File: src/rtl/rt_access_ctrl.sv
// Access controller for a racetrack-memory line: aligns the shared access
// ports by unidirectional master/slave shifting, then reads or writes one word.
module rt_access_ctrl #(
  parameter int NR = 4,
  parameter int NB = 32,
  parameter int NP = 8
) (
  input  logic          clk_i,
  input  logic          rstn_i,
  input  logic          req_i,
  output logic          gnt_o,
  input  logic [$clog2(NB)-1:0] addr_i,
  input  logic          we_i,
  input  logic [1:0]    target_i,
  input  logic [NR-1:0] wdata_i,
  output logic          rvalid_o,
  output logic [NR-1:0] rdata_o,
  output logic [NB-1:0] word_lines_o,
  output logic          current_m_data_o,
  output logic          current_m_mask_o,
  output logic          current_m_program_o,
  output logic          current_m_lim_o,
  output logic          current_s_data_o,
  output logic          current_s_mask_o,
  output logic          current_s_program_o,
  output logic          current_s_lim_o,
  output logic          Bz_m_o,
  output logic          Bz_s_o,
  output logic          read_current_d_o,
  output logic          read_current_m_o,
  output logic          read_current_p_o,
  output logic [NR-1:0] write_i_data_o,
  output logic [NR-1:0] write_i_mask_o,
  output logic [NR-1:0] write_i_program_o,
  output logic          write_en_data_o,
  output logic          write_en_mask_o,
  output logic          write_en_program_o,
  output logic          out_select_o,
  input  logic [NR-1:0] r_data_i,
  input  logic [NR-1:0] r_data_m_i,
  input  logic [NR-1:0] r_data_p_i
);
  localparam int NSP = NB / NP;
  localparam int AW  = $clog2(NB);
  localparam int PW  = (NSP > 1) ? $clog2(NSP) : 1;

  localparam logic [1:0] T_DATA = 2'd0;
  localparam logic [1:0] T_MASK = 2'd1;
  localparam logic [1:0] T_PROG = 2'd2;
  localparam logic [1:0] T_LIM  = 2'd3;

  typedef enum logic [2:0] {
    S_IDLE    = 3'd0,
    S_SHIFT_M = 3'd1,
    S_SHIFT_S = 3'd2,
    S_ACCESS  = 3'd3,
    S_RESP    = 3'd4
  } state_e;

  state_e        state_q, state_d;
  logic [AW-1:0] addr_q, addr_d;
  logic          we_q, we_d;
  logic [1:0]    tgt_q, tgt_d;
  logic [NR-1:0] wdata_q, wdata_d;
  logic [PW-1:0] pos_q, pos_d;
  logic [PW-1:0] cnt_q, cnt_d;
  logic [NR-1:0] rdata_q, rdata_d;
  logic [PW-1:0] steps_s;

  // NSP is a power of two, so the PW-bit subtraction is the modulo distance.
  assign steps_s = addr_i[PW-1:0] - pos_q;

  always_ff @(posedge clk_i or negedge rstn_i) begin
    if (!rstn_i) begin
      state_q <= S_IDLE;
      addr_q  <= '0;
      we_q    <= 1'b0;
      tgt_q   <= 2'd0;
      wdata_q <= '0;
      pos_q   <= '0;
      cnt_q   <= '0;
      rdata_q <= '0;
    end else begin
      state_q <= state_d;
      addr_q  <= addr_d;
      we_q    <= we_d;
      tgt_q   <= tgt_d;
      wdata_q <= wdata_d;
      pos_q   <= pos_d;
      cnt_q   <= cnt_d;
      rdata_q <= rdata_d;
    end
  end

  always_comb begin
    state_d = state_q;
    addr_d  = addr_q;
    we_d    = we_q;
    tgt_d   = tgt_q;
    wdata_d = wdata_q;
    pos_d   = pos_q;
    cnt_d   = cnt_q;
    rdata_d = rdata_q;
    case (state_q)
      S_IDLE: begin
        if (req_i) begin
          addr_d  = addr_i;
          we_d    = we_i;
          tgt_d   = target_i;
          wdata_d = wdata_i;
          cnt_d   = steps_s;
          state_d = (steps_s == '0) ? S_ACCESS : S_SHIFT_M;
        end else begin
          state_d = S_IDLE;
        end
      end
      S_SHIFT_M: state_d = S_SHIFT_S;
      S_SHIFT_S: begin
        cnt_d   = cnt_q - 1'b1;
        pos_d   = pos_q + 1'b1;
        state_d = (cnt_q == {{(PW-1){1'b0}}, 1'b1}) ? S_ACCESS : S_SHIFT_M;
      end
      S_ACCESS: begin
        if (!we_q) begin
          case (tgt_q)
            T_MASK:  rdata_d = r_data_m_i;
            T_PROG:  rdata_d = r_data_p_i;
            default: rdata_d = r_data_i;
          endcase
        end else if (tgt_q == T_LIM) begin
          rdata_d = '0;
        end else begin
          rdata_d = rdata_q;
        end
        state_d = S_RESP;
      end
      S_RESP:  state_d = S_IDLE;
      default: state_d = S_IDLE;
    endcase
  end

  always_comb begin
    gnt_o               = (state_q == S_IDLE) & req_i & rstn_i;
    rvalid_o            = (state_q == S_RESP);
    rdata_o             = rdata_q;
    word_lines_o        = '0;
    current_m_data_o    = 1'b0;
    current_m_mask_o    = 1'b0;
    current_m_program_o = 1'b0;
    current_m_lim_o     = 1'b0;
    current_s_data_o    = 1'b0;
    current_s_mask_o    = 1'b0;
    current_s_program_o = 1'b0;
    current_s_lim_o     = 1'b0;
    Bz_m_o              = 1'b0;
    Bz_s_o              = 1'b0;
    read_current_d_o    = 1'b0;
    read_current_m_o    = 1'b0;
    read_current_p_o    = 1'b0;
    write_i_data_o      = '0;
    write_i_mask_o      = '0;
    write_i_program_o   = '0;
    write_en_data_o     = 1'b0;
    write_en_mask_o     = 1'b0;
    write_en_program_o  = 1'b0;
    out_select_o        = 1'b0;
    case (state_q)
      S_SHIFT_M: begin
        current_m_data_o    = 1'b1;
        current_m_mask_o    = 1'b1;
        current_m_program_o = 1'b1;
        current_m_lim_o     = 1'b1;
        Bz_m_o              = (tgt_q == T_LIM);
      end
      S_SHIFT_S: begin
        current_s_data_o    = 1'b1;
        current_s_mask_o    = 1'b1;
        current_s_program_o = 1'b1;
        current_s_lim_o     = 1'b1;
        Bz_s_o              = (tgt_q == T_LIM);
      end
      S_ACCESS: begin
        word_lines_o[addr_q] = 1'b1;
        if (!we_q) begin
          read_current_d_o = (tgt_q == T_DATA) || (tgt_q == T_LIM);
          read_current_m_o = (tgt_q == T_MASK);
          read_current_p_o = (tgt_q == T_PROG);
          out_select_o     = (tgt_q == T_LIM);
        end else begin
          write_en_data_o    = (tgt_q == T_DATA);
          write_en_mask_o    = (tgt_q == T_MASK);
          write_en_program_o = (tgt_q == T_PROG);
          write_i_data_o     = (tgt_q == T_DATA) ? wdata_q : '0;
          write_i_mask_o     = (tgt_q == T_MASK) ? wdata_q : '0;
          write_i_program_o  = (tgt_q == T_PROG) ? wdata_q : '0;
        end
      end
      default: begin
        word_lines_o = '0;
      end
    endcase
  end
endmodule

File: config.mk
export PLATFORM = sky130hd
export DESIGN_NAME = rt_access_ctrl
export DESIGN_NICKNAME = d
export VERILOG_FILES = /design/src/rtl/rt_access_ctrl.sv
export SDC_FILE = /design/constraint.sdc
export NUM_CORES = 1
export LEC_CHECK = 0
export ABC_AREA = 0
export CORE_MARGIN = 1.5
export CORE_UTILIZATION = 41
export CTS_CLUSTER_DIAMETER = 40
export DETAILED_ROUTE_END_ITERATION = 12
export PLACE_DENSITY = 0.9
export SLEW_MARGIN = 20
export SYNTH_ARGS = -nofsm -noshare
export SYNTH_HDL_FRONTEND = slang
export SYNTH_SLANG_ARGS = --single-unit
File: constraint.sdc
create_clock -name clk_i -period 2.6 [get_ports clk_i]
set_input_delay 0.52 -clock clk_i [delete_from_list [all_inputs] [get_ports clk_i]]
set_output_delay 0.52 -clock clk_i [all_outputs]
set_load 0.01 [all_outputs]
==> flow_metrics.py <==
metrics = {
    "cts": {
        "numCtsBuffers": 3,
        "tritoncts": "built",
        "cts_root_buf": "sky130_fd_sc_hd__clkbuf_8",
        "max-clock-path-buffers": 2,
        "htree_levels": 1,
        "clk_latency_ns": 0.27,
        "worst_setup_hold_path_clk_slew_ns": 0.08,
        "ctsHoldBuffers": 0,
        "clock_sink_count": 23,
    },
    "synth": {
        "synth_nets": 227,
        "sequential_share_of_the_synthesized_area": 0.3654,
        "simple_gate_share_of_the_synthesized_area": 0.3828,
        "yosys.area_share.xor_xnor": 0.02224,
        "synth_mux_area_frac": 0.006354,
        "asyncSetResetFlopFracSynth": 1.000,
        "main_combinational_cell_family_by_area_after_synthesis": "simple AND/OR/NAND/NOR gates",
        "netlist_instances": 194,
        "yosys_register_bits": 23,
        "share_of_synthesized_cell_area_in_full_adder_half_adder_and_majority_cells": 0.04766,
        "mappedNetlistArea_sq_um": 1575,
        "synth-compound-area-share": 0.08817,
        "synthesis.yosys.warnings": 0,
        "synth_cell_type_count": 39,
        "dominantRegCellSynth": "sky130_fd_sc_hd__dfrtp_1",
        "avgSynthCellArea_sq_um": 8.120,
        "synth-edff-count": 0,
    },
    "sta": {
        "final-setup-viol-count": 0,
        "fin_hold_ws_ns": 0.4999,
        "timing.clock.skew_ns": 0.004371,
        "slew_viol_final": 0,
        "final-hold-violation-count": 0,
        "worst-slew-pin-transition_ns": 0.3847,
        "post-route-min-period_ns": 2.562,
        "relSlewSlack": 0.7434,
        "min_period_over_period": 0.9854,
        "timing_limited_maximum_frequency_mhz": 390.3,
    },
    "cells_and_area": {
        "layout.filler_cells": 298,
        "antenna-diode-count": 0,
        "finalNetCount": 315,
        "post_route_cells_drive_above_1_share": 0.08541,
        "area_growth_pct": 65.13,
        "fin_cells": 329,
    },
    "global_routing": {
        "gr-usage-met2": 0.3879,
        "grt_pass1_wl_microns": 6996,
        "grt_antenna_before_repair": 0,
        "met3_use_gr": 0.05035,
        "top_usage_layer": "met2",
        "groute.layer.met1.usage": 0.2533,
        "grt_start_max_net_pins": 24,
        "global_route.overflow_total": 0,
        "grt_pass1_vias": 1498,
        "gr-usage-all-layers": 0.2120,
    },
    "floorplanning": {
        "starting_density_of_the_core": 0.4271,
        "core_region_area_sq_um": 3689,
        "die_height_microns": 64.99,
        "std_cell_rows": 22,
        "die_area_sq_um": 4223,
        "floorplan.die.width_microns": 64.99,
        "num_io_pins": 94,
    },
    "placed_design": {
        "gp_congestion": 0.7543,
        "detailedPlacementHpwl_microns": 3497,
        "count_of_port_buffers_added_during_placement": 93,
        "dp_cells": 323,
    },
    "power_and_ir_drop": {
        "leakage_nw": 1.151,
        "power.density_cell_area_nw_per_um2": 856.8,
        "vdd_ir_drop_max_mv": 0.7044,
    },
    "min_path": {
        "whs_endpoint": "pos_q[1]$_DFFE_PN0P_",
        "hold_path_startpoint": "pos_q[1]$_DFFE_PN0P_",
        "hold_depth": 1,
        "class_of_the_tightest_hold_or_removal_check": "flop to flop",
    },
    "worst_setup_path": {
        "worst_r2r_startpoint": "state_q[2]$_DFF_PN0_",
        "cp.required_ns": 2.08,
        "crit_buf_inv": 1,
        "type_of_element_launching_the_critical_path": "flop",
        "r2r-end": "cnt_q[0]$_DFFE_PN0P_",
        "setup.worst_path.start": "state_q[2]$_DFF_PN0_",
        "crit_path_max_fanout": 8,
        "r2r.worst_path.cells": 4,
        "path_delay_family": "simple AND/OR/NAND/NOR gates",
        "cpPeakStageDelay_ns": 0.55,
        "crit_chain": "nand3b_1, or3_4, nor2_1, clkdlybuf4s50_1",
        "cp_data_arrival_time_ns": 2.04,
        "timing_worst_setup_path_type": "flop to output port",
        "regToRegSetupSlack_ns": 0.98,
        "timing.critical_path.to_type": "output port",
        "timing.critical_path.slowest_stage_cell": "sky130_fd_sc_hd__clkdlybuf4s50_1",
    },
    "route": {
        "drt_first_pass_iters": 4,
        "remaining_drc_errors": 0,
        "initialDrtViolationCount": 107,
        "detailroute.via_count": 1704,
        "routed_wire_length_microns": 4631,
        "route.detailed.vias_per_inst": 5.179,
        "avgRoutedWirePerCell_microns": 14.08,
        "ant_nets": 0,
    },
    "flow_run": {
        "maximum_capacitance_violations": 0,
    },
    "status": {
        "result_of_the_run": "finished clean",
    },
}
Yosys cell counts, types with 4 or more instances:
library cell / number / area, sq um
sky130_fd_sc_hd__and2_1: 7 / 43.79
sky130_fd_sc_hd__a22o_1: 4 / 35.03
sky130_fd_sc_hd__nand2_1: 31 / 116.4
sky130_fd_sc_hd__and3_1: 15 / 93.84
sky130_fd_sc_hd__dfrtp_1: 23 / 575.6
sky130_fd_sc_hd__clkbuf_1: 5 / 18.77
sky130_fd_sc_hd__buf_4: 6 / 45.04
sky130_fd_sc_hd__nand3b_1: 5 / 37.54
sky130_fd_sc_hd__a21oi_1: 5 / 25.02
sky130_fd_sc_hd__inv_1: 5 / 18.77
sky130_fd_sc_hd__a22oi_1: 4 / 30.03
sky130_fd_sc_hd__nor2_1: 39 / 146.4
sky130_fd_sc_hd__ha_1: 6 / 75.07
stage by stage:
stage | TNS, ns | area (sq um) | util | setup slack, ns | power, mW
floorplan | 0 | 1575 | - | 0.7483 | 1.510
global route | -0.1028 | 2601 | 0.7052 | -0.02337 | 2.410
global placement | 0 | 2496 | 0.6767 | 0.1478 | 1.886
detailed placement | 0 | 2496 | 0.6767 | 0.1476 | 1.943
CTS | 0 | 2547 | 0.6906 | 0.008076 | 2.177
finish | 0 | 2601 | 0.7052 | 0.03801 | 2.229
final cells by class:
cell class	instances	area, sq um	share of cell area
clock buffers	3	41.29	0.01587
inverters	6	26.28	0.01010
clock inverters	1	5.005	0.001924
multi-input cells	147	899.6	0.3458
well taps	48	60.06	0.02309
flip-flops and latches	23	575.6	0.2213
repair buffers	101	993.5	0.3819
worst register-to-register path, cell delays in order, from the launching register on:
cell and delay [ns]:
sky130_fd_sc_hd__dfrtp_1 0.41, sky130_fd_sc_hd__buf_4 0.18, sky130_fd_sc_hd__or4b_4 0.64, sky130_fd_sc_hd__mux2i_1 0.17
sky130_fd_sc_hd__a221oi_1 0.09
worst max-delay path by stage:
stage	to	slack, ns	cells after the start
floorplan	word_lines_o[12]	0.75	5
global placement	gnt_o	0.15	4
detailed placement	gnt_o	0.15	4
CTS	word_lines_o[4]	0.008	4
global route	word_lines_o[13]	-0.02	5
finish	word_lines_o[8]	0.04	4
flip-flops by register name, indices dropped and copies added (netlist names):
register	cells
addr_q	5
we_q	1
cnt_q	2
pos_q	2
rdata_o	4
wdata_q	4
state_q	3
tgt_q	2
power breakdown:
part	internal [mW]	total (mW)	switching (mW)	leakage, nW
logic	0.633	1.29	0.660	0.840
clock network	0.107	0.225	0.118	0.0255
registers	0.528	0.711	0.183	0.286
total	1.27	2.23	0.961	1.15
cells in the final DEF, fill, tap and decap left out, drive strengths merged, types with 2 or more instances in the layout:
cell	count
nand2	31
buf	8
a22o	4
and2	7
xor2	2
nor3b	2
ha	6
or3b	2
dfrtp	23
a22oi	4
nand3	3
a21oi	5
inv	5
or3	2
nand3b	7
and3	15
xnor2	2
o21ai	5
nor2	40
clkdlybuf4s50	92
clkbuf	3
layer usage:
metal,up-vias,wire (microns),part of all wire
met2,76,2354,0.51
met5,-,0,0
met1,808,1839,0.40
met4,0,45,0.0097
met3,6,392,0.085
li1,814,-,-
cells by family (layout without fill, tap and decap cells):
group                      Yosys count  count (layout)
AOI/OAI and AO/OA                   21              21
xor gates and xnor gates             4               4
adders and majority gates            6               6
buffers and inverters               24             111
DFF                                 23              23
muxes                                1               1
and+or+nand+nor                    115             115
timing repair:
action	in CTS	in global routing
resized for setup	1	7
pin swaps	0	0
endpoints found under the setup margin	6	32
buffers inserted	0	2
endpoints found under the hold margin	0	0
Note: power is estimated with default switching activity, not from simulation.
